[config.mk]
export PLATFORM = sky130hd
export DESIGN_NAME = pipe_hazard_ctrl
export DESIGN_NICKNAME = d
export VERILOG_FILES = /design/src/rtl/pipe_hazard_ctrl.sv
export SDC_FILE = /design/constraint.sdc
export NUM_CORES = 1
export LEC_CHECK = 0
export ABC_AREA = 1
export BUFFER_PORTS_ARGS = -buffer_cell sky130_fd_sc_hd__buf_2
export CAP_MARGIN = 10
export CORE_ASPECT_RATIO = 1.4
export CORE_MARGIN = 2
export CORE_UTILIZATION = 50
export DETAILED_ROUTE_END_ITERATION = 10
export PLACE_DENSITY = 0.77
export SYNTH_ARGS = -nofsm -noshare
export SYNTH_HDL_FRONTEND = slang
export SYNTH_SLANG_ARGS = --single-unit
[constraint.sdc]
create_clock -name clk -period 4.5 [get_ports clk]
set_clock_uncertainty 0.15 [all_clocks]
set_input_delay 0.45 -clock clk [delete_from_list [all_inputs] [get_ports clk]]
set_output_delay 0.45 -clock clk [all_outputs]
set_load 0.005 [all_outputs]
[src/rtl/pipe_hazard_ctrl.sv]
// pipe_hazard_ctrl: hazard/stall sequencer for a 5-stage MIPS pipeline.
// Resolves load-use, taken-branch redirect and HI/LO (mult/div busy) hazards.
//
// Parameters:
//   MD_LATENCY  cycles the mult/div unit stays busy after issue (1..63)
//   CNT_W       width of the saturating stall counter
//
// Ports:
//   clk              rising-edge clock
//   reset            synchronous active-low reset (0 = reset)
//   id_rs, id_rt     source register fields of the ID instruction
//   id_uses_rs/rt    ID instruction actually reads rs / rt
//   id_uses_hilo     ID instruction touches HI/LO (incl. mult/div)
//   id_muldiv        ID instruction is mult/multu/div/divu
//   id_branch_taken  branch/jump in ID redirects the PC this cycle
//   ex_memread       EX instruction is a load
//   ex_rt            load destination register in EX
//   PC_write         PC update enable
//   Write_IF2ID      IF/ID load enable
//   flush_IF2ID      replace IF/ID instruction with NOP
//   flush_ID2EX      insert bubble into ID/EX
//   md_start         one-cycle mult/div issue pulse
//   md_busy          mult/div unit busy (registered)
//   stall_count      saturating count of stall cycles since reset

module pipe_hazard_ctrl #(
    parameter int MD_LATENCY = 32,
    parameter int CNT_W      = 16
) (
    input  logic             clk,
    input  logic             reset,
    input  logic [4:0]       id_rs,
    input  logic [4:0]       id_rt,
    input  logic             id_uses_rs,
    input  logic             id_uses_rt,
    input  logic             id_uses_hilo,
    input  logic             id_muldiv,
    input  logic             id_branch_taken,
    input  logic             ex_memread,
    input  logic [4:0]       ex_rt,
    output logic             PC_write,
    output logic             Write_IF2ID,
    output logic             flush_IF2ID,
    output logic             flush_ID2EX,
    output logic             md_start,
    output logic             md_busy,
    output logic [CNT_W-1:0] stall_count
);

    typedef enum logic {
        RUN     = 1'b0,
        MD_BUSY = 1'b1
    } state_t;

    localparam logic [5:0] MD_LAT6 = 6'(MD_LATENCY);

    state_t             state_q, state_d;
    logic [5:0]         md_cnt_q, md_cnt_d;
    logic [CNT_W-1:0]   stall_count_q, stall_count_d;

    logic rs_match;
    logic rt_match;
    logic lu_hz;
    logic md_hz;
    logic stall;

    // ------------------------------------------------------------
    // Hazard detection
    // ------------------------------------------------------------
    always_comb begin
        rs_match = id_uses_rs && (ex_rt == id_rs);
        rt_match = id_uses_rt && (ex_rt == id_rt);
        // r0 is never a real dependency
        lu_hz    = ex_memread && (ex_rt != 5'd0) && (rs_match || rt_match);
        md_hz    = (state_q == MD_BUSY) && id_uses_hilo;
        stall    = lu_hz || md_hz;
    end

    // ------------------------------------------------------------
    // Pipeline control outputs
    // ------------------------------------------------------------
    always_comb begin
        PC_write    = 1'b0;
        Write_IF2ID = 1'b0;
        flush_IF2ID = 1'b0;
        flush_ID2EX = 1'b0;
        md_start    = 1'b0;
        if (reset) begin
            PC_write    = ~stall;
            Write_IF2ID = ~stall;
            flush_ID2EX = stall;
            // branch operands may be stale under a stall; it is
            // re-evaluated once the stall clears
            flush_IF2ID = id_branch_taken && !stall;
            md_start    = id_muldiv && !stall;
        end
    end

    assign md_busy     = (state_q == MD_BUSY);
    assign stall_count = stall_count_q;

    // ------------------------------------------------------------
    // Mult/div busy sequencer
    // ------------------------------------------------------------
    always_comb begin
        state_d  = state_q;
        md_cnt_d = md_cnt_q;
        unique case (state_q)
            RUN: begin
                if (md_start) begin
                    state_d  = MD_BUSY;
                    md_cnt_d = MD_LAT6;
                end
            end
            MD_BUSY: begin
                md_cnt_d = md_cnt_q - 6'd1;
                // <= 1 also recovers from an out-of-range count
                if (md_cnt_q <= 6'd1) begin
                    state_d  = RUN;
                    md_cnt_d = 6'd0;
                end
            end
            default: begin
                state_d  = RUN;
                md_cnt_d = 6'd0;
            end
        endcase
    end

    // ------------------------------------------------------------
    // Saturating stall counter
    // ------------------------------------------------------------
    always_comb begin
        stall_count_d = stall_count_q;
        if (stall && !(&stall_count_q)) begin
            stall_count_d = stall_count_q + CNT_W'(1);
        end
    end

    // ------------------------------------------------------------
    // State registers
    // ------------------------------------------------------------
    always_ff @(posedge clk) begin
        if (!reset) begin
            state_q       <= RUN;
            md_cnt_q      <= 6'd0;
            stall_count_q <= '0;
        end else begin
            state_q       <= state_d;
            md_cnt_q      <= md_cnt_d;
            stall_count_q <= stall_count_d;
        end
    end

endmodule

Word level (Yosys, flattened, before mapping)
Cells that the tools add are included.
- bits in registers: 23
- output and inout port bits: 22
- input port bits: 23
- magnitude comparators: 1
- eq/ne operators: 3
- bitwise operators: 2
- mux-type cells: 10
- $add $sub $neg: 2
- reductions and logical operators: 14
- operators with widths (kind ; number):
    $add A16 B1 Y16 const B ; 1
    $reduce_and A16 Y1 ; 1
    $mux W6 ; 2
    $pmux W6 S2 ; 1
    $eq A5 B5 Y1 ; 2
    $logic_and A1 B1 Y1 ; 8
    $le A6 B1 Y1 const B ; 1
    $mux W1 ; 6
    $sub A6 B1 Y6 const B ; 1
    $reduce_bool A5 Y1 ; 1
    $logic_not A1 Y1 ; 2
    $logic_or A1 B1 Y1 ; 2
    $ne A2 B2 Y1 const B ; 1
    $not A1 Y1 ; 2
    $pmux W1 S2 ; 1

Longest topological paths before layout
- depth in word-level cells: 10
- gate-level depth with buffers: 13
- gate-level depth less buffers: 13

Worst setup path after synthesis
OpenSTA, ideal clock, no wires.
- kind: input -> output
- start point: input ex_rt[2]
- end point: output Write_IF2ID
- path buffers: 1
- data required time: 3.900 ns
- arrival time: 1.253 ns
- stages on the path: 8
- path slack: 2.647 ns
- path through: inv_1 -> nand4_1 -> o21ai_0 -> inv_1 -> nand2_1 -> nand2_2 -> nor2_1 -> buf_4
- longest elaborated chain between the ends: 7
- ends and longest elaborated chain (item ; line ; text):
    from (decl) ; 40 ; input logic [4:0] ex_rt,
    $eq A5 B5 Y1 (on tied branches) ; 71, 72 ;
    $logic_and A1 B1 Y1 (on tied branches) ; 71, 72 ;
    $logic_or A1 B1 Y1 ; 74 ; lu_hz = ex_memread && (ex_rt != 5'd0) && (rs_match || rt_match);
    $logic_and A1 B1 Y1 * ; 74 ;
    $logic_or A1 B1 Y1 * ; 76 ; stall = lu_hz || md_hz;
    $not A1 Y1 * ; -- ;
    $mux W1 * ; -- ;
    to (decl) ; 42 ; output logic Write_IF2ID,
Mark *: on every way between the ends. The rest lies on a longest branch, timed or not.

Worst setup path in the final report
- start point: input ex_rt[3]
- end point: output md_start
- longest elaborated chain between the ends: 8
- ends and longest elaborated chain (item ; line ; text):
    $eq A5 B5 Y1 (on tied branches) ; 71, 72 ;
    $logic_and A1 B1 Y1 (on tied branches) ; 71, 72 ;
    $logic_or A1 B1 Y1 ; 74 ;
    $logic_and A1 B1 Y1 * ; 74 ;
    $logic_or A1 B1 Y1 * ; 76 ;
    $logic_not A1 Y1 * ; 95 ; md_start = id_muldiv && !stall;
    $logic_and A1 B1 Y1 * ; 95 ;
    $mux W1 * ; 88 ; if (reset) begin
    to (decl) ; 45 ; output logic md_start,
Marked as above.

==> qor.csv <==
metric,value,unit
finalNetCount,315,
cts-htree-levels,1,
ys_seq_elements,23,
drt_iter0_drc,44,
crit_path_start_kind,input port,
synth.most_common_cell,nand2_1,
drv_cap,0,
wirelength,3540,µm
via_per_inst,5.10,
crit_fanout,7,
port_buffers,44,
power.density,240,mW/mm²
dp.cells,321,
fp.dieW,51.1,µm
clk_latency,0.27,ns
cts_tree,built,
syn_inst,245,
max_freq,0.461,GHz
status,completed,
dp_hpwl,2670,µm
finalHoldViolCount,0,
crit_arrival,1.57,ns
grt_use_total,21.5,%
drive_gt1_share,20.8,%
yosysWarnings,0,
clk_pin_slew,0.08,ns
synth_common_cells,"nand2_1, inv_1, dfxtp_1",
layout_worst_path_cycle_share,48.2,%
dieArea,0.00357,mm²
tightest_slew,0.540,ns
rsz0062_at_grt,no,
syn2layout_area_growth,17.4,%
fin_tns_setup,0,ns
drcViolationCount,0,
syn_area,0.00155,mm²
instances_no_fill,325,
critPathKind,in2out,
ant_nets,0,
grt_pass1_wl,6110,µm
ys_seq_area_share,29.7,%
drtPass1Iterations,4,
async_flop_share,0,%
ctsResizeCount,0,
antenna_cells,0,
grt_overflow,0,
setup_viol,0,
synthFlopType,dfxtp_1,
synth_edf_count,0,
required,3.90,ns
syn_area_per_cell,6.33,µm²
grt_pass1_vias,1523,
yosysTopAreaCellShare,29.7,%
vias,1658,
peakVddDrop,0.172,mV
synth_top_area_cell,dfxtp_1,
start_util,53.3,%
grt_max_degree,20,
place_congestion,0.874,
coreArea,0.00291,mm²
cts_buffers,3,
post_drt_wl_per_cell,10.9,µm
cts_sinks,23,
io_pins,45,
clock_path_buffers,2,
leakage,0.875,nW
row_count,23,
post-cts-setup-buffer-count,0,
antenna_found_initial,0,
cp-end-kind,output port,
die_h,69.9,µm
synth_nets,271,
root_buffer,clkbuf_8,
n_fill_cell,321,
hold_class,in2reg,
synth_cell_types,28,
cts_hold_buffers,0,
hold_slack,0.342,ns
power,0.000436,W
drv_slew,0,
period_needed,2.17,ns
max-slew-margin-rel,63.8,%
synth_area_leaders,"dfxtp_1, nand2_1, inv_1",
sequential cells by signal, indices dropped and copies added, names as in the netlist:
name / count
stall_count: 16
md_cnt_q: 6
md_busy: 1
placed cells by master, fill, tap and decap left out, types with 2 or more instances in the layout:
cell / count
inv_1: 30
dfxtp_1: 23
nor3_1: 5
nand2_1: 79
xnor2_1: 8
buf_2: 44
ha_1: 3
nor2_2: 2
xor2_1: 7
a21oi_2: 2
clkbuf_8: 3
inv_2: 3
o21ai_0: 8
nand3_1: 14
a21oi_1: 21
nor2_1: 20
nand4_1: 7
metal layers:
metal | share of wire, % | track usage [%] | up-vias | wire [µm]
met5 | 0 | 0 | - | 0
met4 | 2.3 | 10.5 | 0 | 82
met3 | 4.4 | 2.99 | 9 | 157
met2 | 52 | 38.7 | 44 | 1830
met1 | 42 | 23.7 | 739 | 1470
li1 | - | - | 866 | -
cell type report:
type | count | area [µm²] | share of cell area, %
Multi-Input combinational cell | 183 | 920 | 50.5
Sequential cell | 23 | 460 | 25.3
Timing Repair Buffer | 44 | 220 | 12.1
Clock inverter | 1 | 5.00 | 0.275
Inverter | 34 | 128 | 7.01
Clock buffer | 3 | 41.3 | 2.27
Tap cell | 37 | 46.3 | 2.54
stage by stage:
stage	cell area [µm²]	util, %	setup WS (ns)
2_1_floorplan	1550	-	2.65
3_3_place_gp	1770	61.0	2.35
3_5_place_dp	1770	61.0	2.31
4_1_cts	1820	62.6	2.30
5_1_grt	1820	62.6	2.17
6_report	1820	62.6	2.33
where the power goes:
group | switching, W | leakage, nW | internal (W) | total, W
registers | 0.00000721 | 0.186 | 0.000211 | 0.000218
clock network | 0.0000691 | 0.0255 | 0.0000619 | 0.000131
logic | 0.0000514 | 0.663 | 0.0000356 | 0.0000870
total | 0.000128 | 0.875 | 0.000308 | 0.000436
critical path: stages:
cell and delay, ns:
buf_2 0.10, inv_1 0.10, nand4_1 0.10, o21ai_0 0.15, inv_1 0.05, nand2_1 0.12
nand4_1 0.27, inv_1 0.11, buf_2 0.11
cell families after synthesis:
family	synth area share, %
AOI/OAI and AO/OA	11.0
and+or+nand+nor	37.4
adders and majority gates	2.42
DFF	29.7
xor gates and xnor gates	8.47
buffers and inverters	11.0
worst paths after layout:
kind | startpoint | to | slack (ns) | depth (start not counted)
worst max-delay path | ex_rt[3] | md_start | 2.33 | 9
worst min register to register | md_cnt_q[1] | md_cnt_q[1] | 0.36 | 2
worst min-delay path | reset | stall_count[3] | 0.34 | 3
worst max register to register | stall_count[0] | stall_count[3] | 2.47 | 9
No activity file was read; power rests on OpenSTA's default activity.
